==> src/rtl/uart_bridge_pkg.sv <==
// uart_bridge_pkg: shared state encoding, default command/response bytes and checksum helper.
// UART_BRIDGE_CHECKSUM_EN adds the GET_SUM state.
package uart_bridge_pkg;
  localparam logic [7:0] DEF_CMD_WR  = 8'h57;
  localparam logic [7:0] DEF_CMD_RD  = 8'h52;
  localparam logic [7:0] DEF_RSP_ACK = 8'h06;
  localparam logic [7:0] DEF_RSP_NAK = 8'h15;
  typedef enum logic [3:0] {
    IDLE,
    GET_ADDR,
    GET_DATA,
`ifdef UART_BRIDGE_CHECKSUM_EN
    GET_SUM,
`endif
    REG_WR,
    REG_RD,
    RD_CAP,
    SEND,
    WAIT_HI,
    WAIT_LO
  } state_t;
  function automatic logic [7:0] csum_add(input logic [7:0] sum, input logic [7:0] data);
    return sum ^ data;
  endfunction
endpackage

==> src/rtl/uart_bridge_if.sv <==
// uart_bridge_if: UART byte handshake plus 8-bit register bus seen by the bridge.
interface uart_bridge_if;
  logic       rx_valid;
  logic [7:0] rx_data;
  logic       rx_error;
  logic       tx_start;
  logic [7:0] tx_data;
  logic       tx_busy;
  logic [7:0] reg_addr;
  logic [7:0] reg_wdata;
  logic       reg_we;
  logic       reg_re;
  logic [7:0] reg_rdata;
  logic       frame_err;
  modport master (
    input  rx_valid, rx_data, rx_error, tx_busy, reg_rdata,
    output tx_start, tx_data, reg_addr, reg_wdata, reg_we, reg_re, frame_err
  );
  modport slave (
    output rx_valid, rx_data, rx_error, tx_busy, reg_rdata,
    input  tx_start, tx_data, reg_addr, reg_wdata, reg_we, reg_re, frame_err
  );
endinterface

==> src/rtl/uart_bridge_timeout.sv <==
// uart_bridge_timeout: inter-byte watchdog; expire is combinational once the count hits TIMEOUT_CYCLES-1.
module uart_bridge_timeout #(
  parameter int TIMEOUT_CYCLES = 5000000
) (
  input  logic clk,
  input  logic rst,
  input  logic clr,
  input  logic en,
  output logic expire
);
  localparam int W = $clog2(TIMEOUT_CYCLES + 1);
  logic [W-1:0] cnt;
  assign expire = en && cnt == W'(TIMEOUT_CYCLES - 1);
  always_ff @(posedge clk)
    if (rst || clr) cnt <= '0;
    else if (en && !expire) cnt <= cnt + 1'b1;
endmodule

==> src/rtl/uart_reg_bridge.sv <==
// uart_reg_bridge: decodes W/R host frames from UART bytes into register bus accesses with a one-byte reply.
// UART_BRIDGE_CHECKSUM_EN appends an XOR checksum byte to every frame.
module uart_reg_bridge
  import uart_bridge_pkg::*;
#(
  parameter int         TIMEOUT_CYCLES = 5000000,
  parameter logic [7:0] CMD_WR  = DEF_CMD_WR,
  parameter logic [7:0] CMD_RD  = DEF_CMD_RD,
  parameter logic [7:0] RSP_ACK = DEF_RSP_ACK,
  parameter logic [7:0] RSP_NAK = DEF_RSP_NAK
) (
  input logic           clk,
  input logic           rst,
  uart_bridge_if.master b
);
  state_t state, nxt;
  logic wr, expire, framing, collecting, take, abort, drop, is_cmd;
`ifdef UART_BRIDGE_CHECKSUM_EN
  logic [7:0] sum;
  logic       sum_ok;
  assign sum_ok  = b.rx_data == sum;
  assign framing = state inside {GET_ADDR, GET_DATA, GET_SUM};
`else
  assign framing = state inside {GET_ADDR, GET_DATA};
`endif
  assign collecting = framing || state == IDLE;
  assign take       = b.rx_valid && !b.rx_error && collecting;
  assign abort      = framing && (b.rx_error || (expire && !b.rx_valid));
  assign drop       = b.rx_valid && !collecting;
  assign is_cmd     = b.rx_data == CMD_WR || b.rx_data == CMD_RD;
  uart_bridge_timeout #(.TIMEOUT_CYCLES(TIMEOUT_CYCLES)) u_timeout (
    .clk    (clk),
    .rst    (rst),
    .clr    (take),
    .en     (framing),
    .expire (expire)
  );
  always_ff @(posedge clk)
    if (rst) state <= IDLE;
    else state <= nxt;
  always_comb begin
    nxt = state;
    if (abort) nxt = IDLE;
    else
      case (state)
        IDLE:     if (take) nxt = is_cmd ? GET_ADDR : SEND;
`ifdef UART_BRIDGE_CHECKSUM_EN
        GET_ADDR: if (take) nxt = wr ? GET_DATA : GET_SUM;
        GET_DATA: if (take) nxt = GET_SUM;
        GET_SUM:  if (take) nxt = !sum_ok ? SEND : wr ? REG_WR : REG_RD;
`else
        GET_ADDR: if (take) nxt = wr ? GET_DATA : REG_RD;
        GET_DATA: if (take) nxt = REG_WR;
`endif
        REG_WR:   nxt = SEND;
        REG_RD:   nxt = RD_CAP;
        RD_CAP:   nxt = SEND;
        SEND:     if (!b.tx_busy) nxt = WAIT_HI;
        WAIT_HI:  if (b.tx_busy) nxt = WAIT_LO;
        WAIT_LO:  if (!b.tx_busy) nxt = IDLE;
        default:  nxt = IDLE;
      endcase
  end
  always_comb begin
    b.reg_we    = state == REG_WR;
    b.reg_re    = state == REG_RD;
    b.tx_start  = state == SEND && !b.tx_busy;
    b.frame_err = abort || drop;
  end
  always_ff @(posedge clk)
    if (rst) begin
      b.reg_addr  <= '0;
      b.reg_wdata <= '0;
      b.tx_data   <= '0;
      wr          <= 1'b0;
`ifdef UART_BRIDGE_CHECKSUM_EN
      sum         <= '0;
`endif
    end else begin
      if (take && state == IDLE) begin
        wr <= b.rx_data == CMD_WR;
        if (!is_cmd) b.tx_data <= RSP_NAK;
      end
      if (take && state == GET_ADDR) b.reg_addr <= b.rx_data;
      if (take && state == GET_DATA) b.reg_wdata <= b.rx_data;
`ifdef UART_BRIDGE_CHECKSUM_EN
      if (take) sum <= state == IDLE ? b.rx_data : csum_add(sum, b.rx_data);
      if (take && state == GET_SUM && !sum_ok) b.tx_data <= RSP_NAK;
`endif
      if (state == REG_WR) b.tx_data <= RSP_ACK;
      if (state == RD_CAP) b.tx_data <= b.reg_rdata;
    end
endmodule

==> src/flat_wrapper.sv <==
// flat-port wrapper written by rule: the top's interface ports become plain ports
module uart_reg_bridge_flat import uart_bridge_pkg::*;
#(
  parameter int         TIMEOUT_CYCLES = 5000000,
  parameter logic [7:0] CMD_WR  = DEF_CMD_WR,
  parameter logic [7:0] CMD_RD  = DEF_CMD_RD,
  parameter logic [7:0] RSP_ACK = DEF_RSP_ACK,
  parameter logic [7:0] RSP_NAK = DEF_RSP_NAK
)
  (clk, rst, b_rx_valid, b_rx_data, b_rx_error, b_tx_busy, b_reg_rdata, b_tx_start, b_tx_data, b_reg_addr, b_reg_wdata, b_reg_we, b_reg_re, b_frame_err);
  uart_bridge_if b_i ();
  input logic clk;
  input logic rst;
  input wire logic [$bits(b_i.rx_valid)-1:0] b_rx_valid;
  input wire logic [$bits(b_i.rx_data)-1:0] b_rx_data;
  input wire logic [$bits(b_i.rx_error)-1:0] b_rx_error;
  input wire logic [$bits(b_i.tx_busy)-1:0] b_tx_busy;
  input wire logic [$bits(b_i.reg_rdata)-1:0] b_reg_rdata;
  output wire logic [$bits(b_i.tx_start)-1:0] b_tx_start;
  output wire logic [$bits(b_i.tx_data)-1:0] b_tx_data;
  output wire logic [$bits(b_i.reg_addr)-1:0] b_reg_addr;
  output wire logic [$bits(b_i.reg_wdata)-1:0] b_reg_wdata;
  output wire logic [$bits(b_i.reg_we)-1:0] b_reg_we;
  output wire logic [$bits(b_i.reg_re)-1:0] b_reg_re;
  output wire logic [$bits(b_i.frame_err)-1:0] b_frame_err;
  assign b_i.rx_valid = b_rx_valid;
  assign b_i.rx_data = b_rx_data;
  assign b_i.rx_error = b_rx_error;
  assign b_i.tx_busy = b_tx_busy;
  assign b_i.reg_rdata = b_reg_rdata;
  assign b_tx_start = b_i.tx_start;
  assign b_tx_data = b_i.tx_data;
  assign b_reg_addr = b_i.reg_addr;
  assign b_reg_wdata = b_i.reg_wdata;
  assign b_reg_we = b_i.reg_we;
  assign b_reg_re = b_i.reg_re;
  assign b_frame_err = b_i.frame_err;
  uart_reg_bridge #(.TIMEOUT_CYCLES(TIMEOUT_CYCLES), .CMD_WR(CMD_WR), .CMD_RD(CMD_RD), .RSP_ACK(RSP_ACK), .RSP_NAK(RSP_NAK)) u_core (.clk(clk), .rst(rst), .b(b_i));
endmodule
==> config.mk <==
export PLATFORM = sky130hd
export DESIGN_NAME = uart_reg_bridge_flat
export DESIGN_NICKNAME = d
export VERILOG_FILES = /design/src/rtl/uart_bridge_pkg.sv /design/src/rtl/uart_bridge_if.sv /design/src/rtl/uart_bridge_timeout.sv /design/src/rtl/uart_reg_bridge.sv /design/src/flat_wrapper.sv
export SDC_FILE = /design/constraint.sdc
export NUM_CORES = 1
export LEC_CHECK = 0
export CAP_MARGIN = 20
export CORE_MARGIN = 3
export CORE_UTILIZATION = 50
export CTS_BUF_LIST = sky130_fd_sc_hd__clkbuf_4
export DETAILED_ROUTE_END_ITERATION = 6
export DONT_BUFFER_PORTS = 1
export HOLD_SLACK_MARGIN = 0.1
export PLACE_DENSITY = 0.76
export SLEW_MARGIN = 25
export SYNTH_ARGS = -nofsm -noshare
export SYNTH_HDL_FRONTEND = slang
export SYNTH_SLANG_ARGS = --single-unit
export TNS_END_PERCENT = 20
==> constraint.sdc <==
create_clock -name clk -period 2.3 [get_ports clk]
set_input_delay 0.115 -clock clk [delete_from_list [all_inputs] [get_ports clk]]
set_output_delay 0.115 -clock clk [all_outputs]
set_load 0.01 [all_outputs]
* Word level (Yosys, flattened, before mapping)
Index checks and enable logic that the tools add are counted.
** Operators by class
- Add/subtract/negate cells :: 1
- $mul :: 0
- Divide/modulo/power cells :: 0
- $lt $le $gt $ge :: 0
- Eq/ne operators :: 18
- Shifts and indexed selects :: 0
- Multiplexer cells :: 13
- Bitwise gates (word level) :: 0
- Reduce and logical (&&, ||, !) cells :: 28
** Operators with widths (count)
- $mux W8 :: 4
- $pmux W4 S8 :: 1
- $mux W4 :: 6
- $add A23 B1 Y23 const B :: 1
- $eq A23 B23 Y1 const B :: 1
- $eq A4 B3 Y1 const B :: 4
- $eq A8 B7 Y1 const B :: 2
- $logic_and A1 B1 Y1 :: 11
- $eq A4 B2 Y1 const B :: 2
- $mux W3 :: 2
- $ne A2 B1 Y1 const B :: 3
- $ne A2 B2 Y1 const B :: 3
- $reduce_and A6 Y1 :: 1
- $logic_not A1 Y1 :: 5
- $logic_or A1 B1 Y1 :: 5
- $eq A4 B1 Y1 const B :: 1
- $eq A4 B4 Y1 const B :: 1
- $logic_not A4 Y1 :: 1
- $reduce_or A2 Y1 :: 2
- $ne A3 B3 Y1 const B :: 1
- $reduce_bool A3 Y1 :: 1
- $reduce_and A2 Y1 :: 1
- $reduce_bool A2 Y1 :: 1
** Word-level totals
- Flip-flop bits (word level) :: 52
- Latch bits :: 0
- RAM bits :: 0
- ROM bits :: 0
- Input bits :: 21
- Word-level logic and storage cells :: 66
- Memories kept :: 0

* Longest topological paths before layout
Gate-level depths: netlist of the first run.
- Depth after elaboration :: 8
- Gate-level depth with buffers :: 7
- Depth with buffers taken out :: 6

* Hierarchy
From an unflattened synthesis of the first run, not the netlist that was laid out.
** Unflattened totals
- Cells, all modules :: 287
- Area total of the unflattened synthesis :: 2661.3 µm²
** By module, submodules not included
- uart_reg_bridge :: instances 1, cells each 151, area each 1473.9 µm², sequential area each 580.6 µm²
- uart_bridge_timeout :: instances 1, cells each 136, area each 1187.4 µm², sequential area each 460.4 µm²

* Worst setup path after synthesis of the first run
No wires, ideal clock.
- Kind :: register to register
- From :: reg u_core.u_timeout.cnt[0]
- To :: reg u_core.state[2]
- Library setup time :: 135 ps
- Arrival time :: 1766 ps
- Data required time :: 2165 ps
- Path slack :: 399 ps
- Cell stages (with the launch flop) :: 7
- Path buffers :: 0
- Cells stage by stage :: dfxtp_1 ha_1 and4_1 nand4_1 or4b_2 nand2_1 a2111oi_0
** On the way
- Longest elaborated chain between the ends :: 6
** Ends and longest elaborated chain
- from (decl) :: line uart_bridge_timeout.sv:12 : logic [W-1:0] cnt;
- from (signal assigned) :: line uart_bridge_timeout.sv:16 : else if (en && !expire) cnt <= cnt + 1'b1;
- $eq A23 B23 Y1 :: line uart_bridge_timeout.sv:13 : assign expire = en && cnt == W'(TIMEOUT_CYCLES - 1);
- $logic_and A1 B1 Y1 :: line uart_bridge_timeout.sv:13
- $logic_and A1 B1 Y1 :: line uart_reg_bridge.sv:28 : assign abort = framing && (b.rx_error || (expire && !b.rx_valid));
- $logic_or A1 B1 Y1 :: line uart_reg_bridge.sv:28
- $logic_and A1 B1 Y1 :: line uart_reg_bridge.sv:28
- $reduce_or A2 Y1 (no source line)
- to (signal assigned) :: line uart_reg_bridge.sv:40 : else state <= nxt;
- to (decl) :: line uart_reg_bridge.sv:16 : state_t state, nxt;
No other way between the ends.
A chain may end at the register's enable or synchronous reset.

* Final worst setup path of the first run
- From :: reg u_core.u_timeout.cnt[0]
- To :: out b_frame_err
** On the way
- Longest elaborated chain between the ends :: 6
** Ends and longest elaborated chain
- $eq A23 B23 Y1 :: line uart_bridge_timeout.sv:13
- $logic_and A1 B1 Y1 :: line uart_bridge_timeout.sv:13
- $logic_and A1 B1 Y1 :: line uart_reg_bridge.sv:28
- $logic_or A1 B1 Y1 :: line uart_reg_bridge.sv:28
- $logic_and A1 B1 Y1 :: line uart_reg_bridge.sv:28
- $logic_or A1 B1 Y1 :: line uart_reg_bridge.sv:68 : b.frame_err = abort || drop;
- to (decl) :: line flat_wrapper.sv:25 : output wire logic [$bits(b_i.frame_err)-1:0] b_frame_err;
No other way between the ends.

==> results.py, run 1 <==
metrics = {
    "sta": {
        "setup_viol": 0,
        "skew_ns": 0.0155,
        "final_max_slew_viol_count": 0,
        "worst_pin_slew_ns": 0.904,
        "rsz0062_at_grt": "no",
        "hold_viol": 0,
        "fin_setup_tns_ns": 0,
        "relSlewSlack": 0.395,
        "fin_crit_ns": 2.11,
        "fmax_mhz": 473,
        "fin_crit_sh": 0.920,
        "setup_ws_ns": 0.185,
    },
    "power": {
        "power_density_nw_per_um2": 636,
        "sw_frac_of_total": 0.324,
        "ir_drop_v": 0.000371,
        "internal_power_uw": 1210,
        "p_clk_frac": 0.249,
        "total_power_uw": 1790,
        "power_frac_seq": 0.543,
        "power_switching_uw": 578,
        "p_leak_uw": 0.00104,
        "p_comb_frac": 0.208,
    },
    "yosys": {
        "synth_top_area_frac": 0.428,
        "synthFlopType": "dfxtp_1",
        "syn_inst": 287,
        "ys_seq_elements": 52,
        "synth_most_common_cell": "dfxtp_1",
        "yosysUniqueCellTypes": 44,
        "synth_edf_count": 0,
        "avgSynthCellArea_sq_um": 8.47,
        "synth_area_leader_cell": "dfxtp_1",
        "seq_area_frac_synth": 0.428,
        "async_flop_share": 0,
        "syn_area_sq_um": 2430,
        "synth_commonest_cells": "dfxtp_1, nor2_1, a21oi_1, nand2_1, o21ai_0",
        "synth_warnings": 0,
        "synth_fp_nets": 309,
        "synthTopCellsByArea": "dfxtp_1, mux2i_1, nor2_1",
    },
    "setup_path": {
        "crit_type": "reg -> out",
        "r2r-end": "u_core.state[2]",
        "cp-start-kind": "flip-flop",
        "reg2reg_from": "u_core.u_timeout.cnt[0]",
        "endpoint_kind": "output pin",
        "reg2reg_depth": 6,
        "r2r_slack_ns": 0.20,
        "crit_end": "b_frame_err",
        "critPathArrivalTime_ns": 2.00,
        "worstPathRequired_ns": 2.18,
        "crit_fanout": 5,
        "startpoint": "u_core.u_timeout.cnt[0]",
    },
    "outcome": {
        "status": "complete, no violations",
    },
    "routing": {
        "ant_nets": 0,
        "routed_wl_um": 5870,
        "routedWlPerCell_um": 15.6,
        "drt_iter0_drc": 208,
        "dr_total_vias": 2202,
        "drc_errors": 0,
        "dr.pass1.iters": 4,
        "vias_per_cell": 5.84,
    },
    "cells_and_area": {
        "nNetsFinal": 333,
        "multi_input_area_sq_um": 1340,
        "syn_to_final_growth_pct": 15.5,
        "n_fill_cell": 388,
        "seqCellArea_sq_um": 1040,
        "drive_above_1_share": 0.0673,
        "diodes": 0,
    },
    "clock_network": {
        "insertion_delay_ns": 0.38,
        "clk_pin_slew_ns": 0.16,
        "cts_root_buf": "clkbuf_4",
        "cts.sinks": 52,
        "cts_buffers": 5,
        "clock_tree.buffer_depth": 2,
        "h-tree-depth": 2,
        "tritoncts": "built",
    },
    "floorplanning": {
        "io_pins": 49,
        "die-area_sq_um": 5740,
        "core_area_sq_um": 4530,
        "rows": 24,
        "initial_core_util": 0.536,
        "fp.dieW_um": 75.7,
        "die_h_um": 75.7,
    },
    "hold_path": {
        "hold_start": "rst",
        "min_path_type": "in -> reg",
    },
    "place": {
        "dp_hpwl_um": 3900,
        "post-place-ws_ns": 0.227,
        "port_buffers": 0,
        "place_congestion": 0.838,
    },
    "global_route": {
        "grt_most_used_layer": "met2",
        "grt_pass1_wl_um": 9360,
        "grt.overflow.total": 0,
        "grt_max_degree": 26,
        "first_global_vias": 2080,
        "met1_usage": 0.292,
        "met2_usage": 0.323,
        "grt_usage": 0.211,
        "antenna_found_initial": 0,
        "use_met3": 0.0541,
    },
    "job": {
        "max-cap-violations": 0,
    },
}
[flip-flops by register name, indices dropped and copies added (netlist names)]
signal / flops
u_core.u_timeout.cnt: 23
u_core.b.reg_addr: 8
u_core.b.reg_wdata: 8
u_core.b.tx_data: 8
u_core.state: 4
u_core.wr: 1
[power groups by stage]
stage                     registers [uW]  clock network (uW)  logic (uW)
final                                970                 445         371
after global routing                 973                 483         413
after detailed placement             987                   0         319
after floorplan                      986                   0         245
after CTS                            970                 455         360
after global placement               986                   0         314
[layout make-up]
type / instances / area share
sequential: 52 / 0.371
clock buffer: 5 / 0.0134
timing repair buffer: 29 / 0.0963
multi-input combinational: 219 / 0.476
tap: 65 / 0.0290
clock inverter: 3 / 0.00936
inverter: 4 / 0.00535
[repair_timing]
| action | in CTS | in global routing |
|---|---|---|
| hold buffers | 21 | 0 |
| endpoints found under the setup margin | 0 | 1 |
| setup buffers | 0 | 0 |
| resized for setup | 0 | 1 |
| endpoints found under the hold margin | 33 | 0 |
[worst min path at each step]
| stage | to | slack [ns] | cells past startpoint |
|---|---|---|---|
| CTS | u_core.u_timeout.cnt[5] | 0.12 | 2 |
| floorplan | u_core.b.tx_data[3] | 0.24 | 1 |
| finish | u_core.u_timeout.cnt[5] | 0.12 | 2 |
| global placement | u_core.b.tx_data[0] | 0.19 | 1 |
| detailed placement | u_core.b.tx_data[0] | 0.19 | 1 |
| global route | u_core.u_timeout.cnt[18] | 0.14 | 2 |
[kinds of logic (layout without fill, tap and decap cells)]
| logic type | Yosys count | in the layout | synth area share |
|---|---|---|---|
| AO/OA/AOI/OAI | 66 | 66 | 0.165 |
| buffers and inverters | 16 | 41 | 0.0247 |
| multiplexers | 16 | 16 | 0.0659 |
| AND/OR/NAND/NOR | 127 | 127 | 0.279 |
| XOR/XNOR | 9 | 9 | 0.0324 |
| flip-flops | 52 | 52 | 0.428 |
| adder cells (fa/ha/maj) | 1 | 1 | 0.00515 |
[worst max-delay path, stage by stage, from the launching register on]
cell      delay [ns]
dfxtp_1         0.41
ha_1            0.24
and4_1          0.25
nand4_1         0.19
o21bai_1        0.20
a21oi_1         0.08
a21oi_1         0.25
[placed cells by master (no fill, tap or decap), types with 2 or more instances in the layout]
cell and n:
nor2b_1 2, or3_1 13, dlygate4sd3_1 21, nand3_1 12, xor2_1 8, a22o_1 4
nor4_1 5, o21a_1 4, clkbuf_4 5, nor4b_1 3, a311oi_1 3, inv_6 2
mux2i_1 16, nor3_1 7, dfxtp_1 52, and2_1 4, a21o_1 2, a21oi_1 23
nand2_1 20, buf_4 8, nand2b_1 5, a22oi_1 2, o21bai_1 2, nand4_1 7
inv_1 4, o21ai_0 19, nor2_1 37
[layer usage]
metal	part of all wire	vias to the layer above
met3	0.065	7
li1	-	1090
met5	0	-
met1	0.46	1039
met2	0.46	66
met4	0.011	0
[metrics by stage]
stage          cell area [sq um]  hold WS, ns  instances   util
3_3_place_gp                2530        0.190        348  0.557
4_1_cts                     2800        0.119        377  0.618
5_1_grt                     2810        0.137        377  0.619
2_1_floorplan               2430        0.241        287      -
6_report                    2810        0.116        377  0.619
3_5_place_dp                2530        0.193        348  0.557
(Power assumes the default switching activity.)
==> run 2, diff against run 1 <==
- CAP_MARGIN: 20 -> unset
- CTS_CLUSTER_DIAMETER: unset -> 120
- PLACE_DENSITY: 0.76 -> 0.79
- clock period: 2.3 -> 1.81 ns (I/O delays scaled with it)
==> run 2 against run 1 <==
- power grew 31%
- via count is 5.6% higher
- the flow now finishes with violations (negative setup slack)
- clock-buffer cell count did not move
- wire length rose by 6.7%
- core utilization up 5.4 points
- largest power group unchanged
- clock power up 21%
- flip-flop and latch count unchanged
- design area up 8.8%
- non-clock buffer count rose by 19
- clock skew fell by 0.0066 ns
==> results.py, run 2 (same netlist as run 1, synthesis figures left out) <==
metrics = {
    "setup_path": {
        "cp_num_buf_inv": 1,
        "critPathArrivalTime_ns": 1.81,
        "reg2reg_from": "u_core.u_timeout.cnt[0]",
        "path_delay_family": "compound AO/OA/AOI/OAI gates",
        "crit_type": "reg -> out",
        "cp.depth": 7,
        "r2r_slack_ns": -0.01,
        "crit_fanout": 3,
        "endpoint_kind": "output pin",
        "cp-start-kind": "flip-flop",
        "r2r-end": "u_core.state[2]",
        "cpPeakStageDelay_ns": 0.39,
        "worstPathRequired_ns": 1.72,
        "slowest_stage": "dfxtp_2",
        "reg2reg_depth": 7,
        "crit_chain": "ha_4 > and4_4 > nand4_1 > buf_4 > o21bai_1 > a21oi_1 > a21oi_2",
    },
    "sta": {
        "setup_viol": 2,
        "relSlewSlack": 0.381,
        "setup_ws_ns": -0.0909,
        "fin_crit_ns": 1.90,
        "skew_ns": 0.00885,
        "final_max_slew_viol_count": 0,
        "fin_crit_sh": 1.05,
        "worst_pin_slew_ns": 0.925,
        "rsz0062_at_grt": "yes",
        "fmax_mhz": 526,
        "hold_viol": 0,
    },
    "floorplanning": {
        "fp.dieW_um": 75.7,
        "die_h_um": 75.7,
        "die-area_sq_um": 5740,
        "rows": 24,
        "core_area_sq_um": 4530,
        "io_pins": 49,
        "initial_core_util": 0.536,
    },
    "cells_and_area": {
        "largest_reg_flops": 23,
        "diodes": 0,
        "post-route-util": 0.674,
        "fin_area_sq_um": 3050,
        "registers.top_by_ff_count": "u_core.u_timeout.cnt",
        "layout_commonest_cell": "dfxtp_1",
        "syn_to_final_growth_pct": 25.6,
        "drive_above_1_share": 0.184,
        "nNetsFinal": 352,
        "layout_common_cells": "dfxtp_1, nor2_1, buf_4",
    },
    "routing": {
        "dr_total_vias": 2326,
        "dr.pass1.iters": 6,
        "vias_per_cell": 5.87,
        "ant_nets": 0,
        "drc_errors": 0,
        "drt_iter0_drc": 170,
        "routed_wl_um": 6270,
        "routedWlPerCell_um": 15.8,
    },
    "hold_path": {
        "min_path_type": "in -> reg",
        "holdPathStages": 3,
        "hold_start": "b_tx_busy",
        "min_to": "u_core.state[2]",
    },
    "power": {
        "power_density_nw_per_um2": 765,
        "ir_drop_v": 0.000507,
        "p_leak_uw": 0.00114,
    },
    "global_route": {
        "grt_pass1_wl_um": 9490,
        "grt_max_degree": 27,
        "grt_usage": 0.212,
        "grt.overflow.total": 0,
        "antenna_found_initial": 0,
        "first_global_vias": 2130,
    },
    "clock_network": {
        "insertion_delay_ns": 0.38,
        "clk_pin_slew_ns": 0.16,
        "cts_buffers": 5,
        "cts.sinks": 52,
        "cts_root_buf": "clkbuf_4",
        "tritoncts": "built",
        "h-tree-depth": 2,
        "clock_tree.buffer_depth": 2,
    },
    "place": {
        "port_buffers": 0,
        "place_congestion": 0.867,
        "dp_hpwl_um": 4010,
        "post-place-ws_ns": 0.0192,
        "place_area_sq_um": 2650,
    },
    "outcome": {
        "status": "finished with violations",
        "violations": "negative setup slack",
    },
    "job": {
        "max-cap-violations": 0,
    },
}
## run 2: worst register-to-register path: stages, from the launching register on
cell       delay, ns
dfxtp_2         0.39
ha_4            0.14
and4_4          0.23
nand4_1         0.11
buf_4           0.17
or4b_4          0.52
nand2_4         0.10
a2111oi_0       0.06
## run 2: area by class of cell
cell class,count,area [sq um]
clock buffers,5,37.5
clock inverters,3,23.8
repair buffers,48,413
flip-flops and latches,52,1050
well taps,65,81.3
inverters,4,15.0
multi-input cells,219,1430
fillers,330,1480
## run 2: stage by stage
| step | hold WS (ns) | setup TNS, ns | std cells | power, uW |
|---|---|---|---|---|
| 5_1_grt | 0.141 | -0.835 | 396 | 2430 |
| 3_5_place_dp | 0.168 | 0 | 363 | 1690 |
| 6_report | 0.127 | -0.100 | 396 | 2340 |
| 2_1_floorplan | 0.216 | -0.106 | 287 | 1570 |
| 3_3_place_gp | 0.165 | 0 | 363 | 1680 |
| 4_1_cts | 0.101 | -0.0561 | 395 | 2300 |
## run 2: how the worst max path moves through the flow
stage | start | endpoint
after global routing | u_core.u_timeout.cnt[0] | b_frame_err
after detailed placement | u_core.state[3] | u_core.state[2]
after global placement | u_core.u_timeout.cnt[0] | u_core.u_timeout.cnt[10]
after CTS | u_core.u_timeout.cnt[0] | b_frame_err
after floorplan | u_core.u_timeout.cnt[0] | u_core.u_timeout.cnt[0]
final | u_core.u_timeout.cnt[0] | b_frame_err
## run 2: power breakdown
group	internal, uW	total, uW	leakage, uW	switching, uW
clock network	154	540	0.0000274	386
registers	1190	1240	0.000423	52.4
logic	232	555	0.000689	323
## run 2: timing repair
item,4_1_cts,5_1_grt
hold buffers,21,0
endpoints found under the setup margin,5,27
hold endpoints to repair,40,0
resized for setup,6,19
buffers inserted,3,1
pin swaps,4,7
## run 2: metal layers
layer,wire [um],vias up,track usage
li1,-,1129,-
met1,2600,1085,0.281
met2,3150,98,0.337
met3,429,14,0.0541
met4,92,0,0.0718
met5,0,-,0
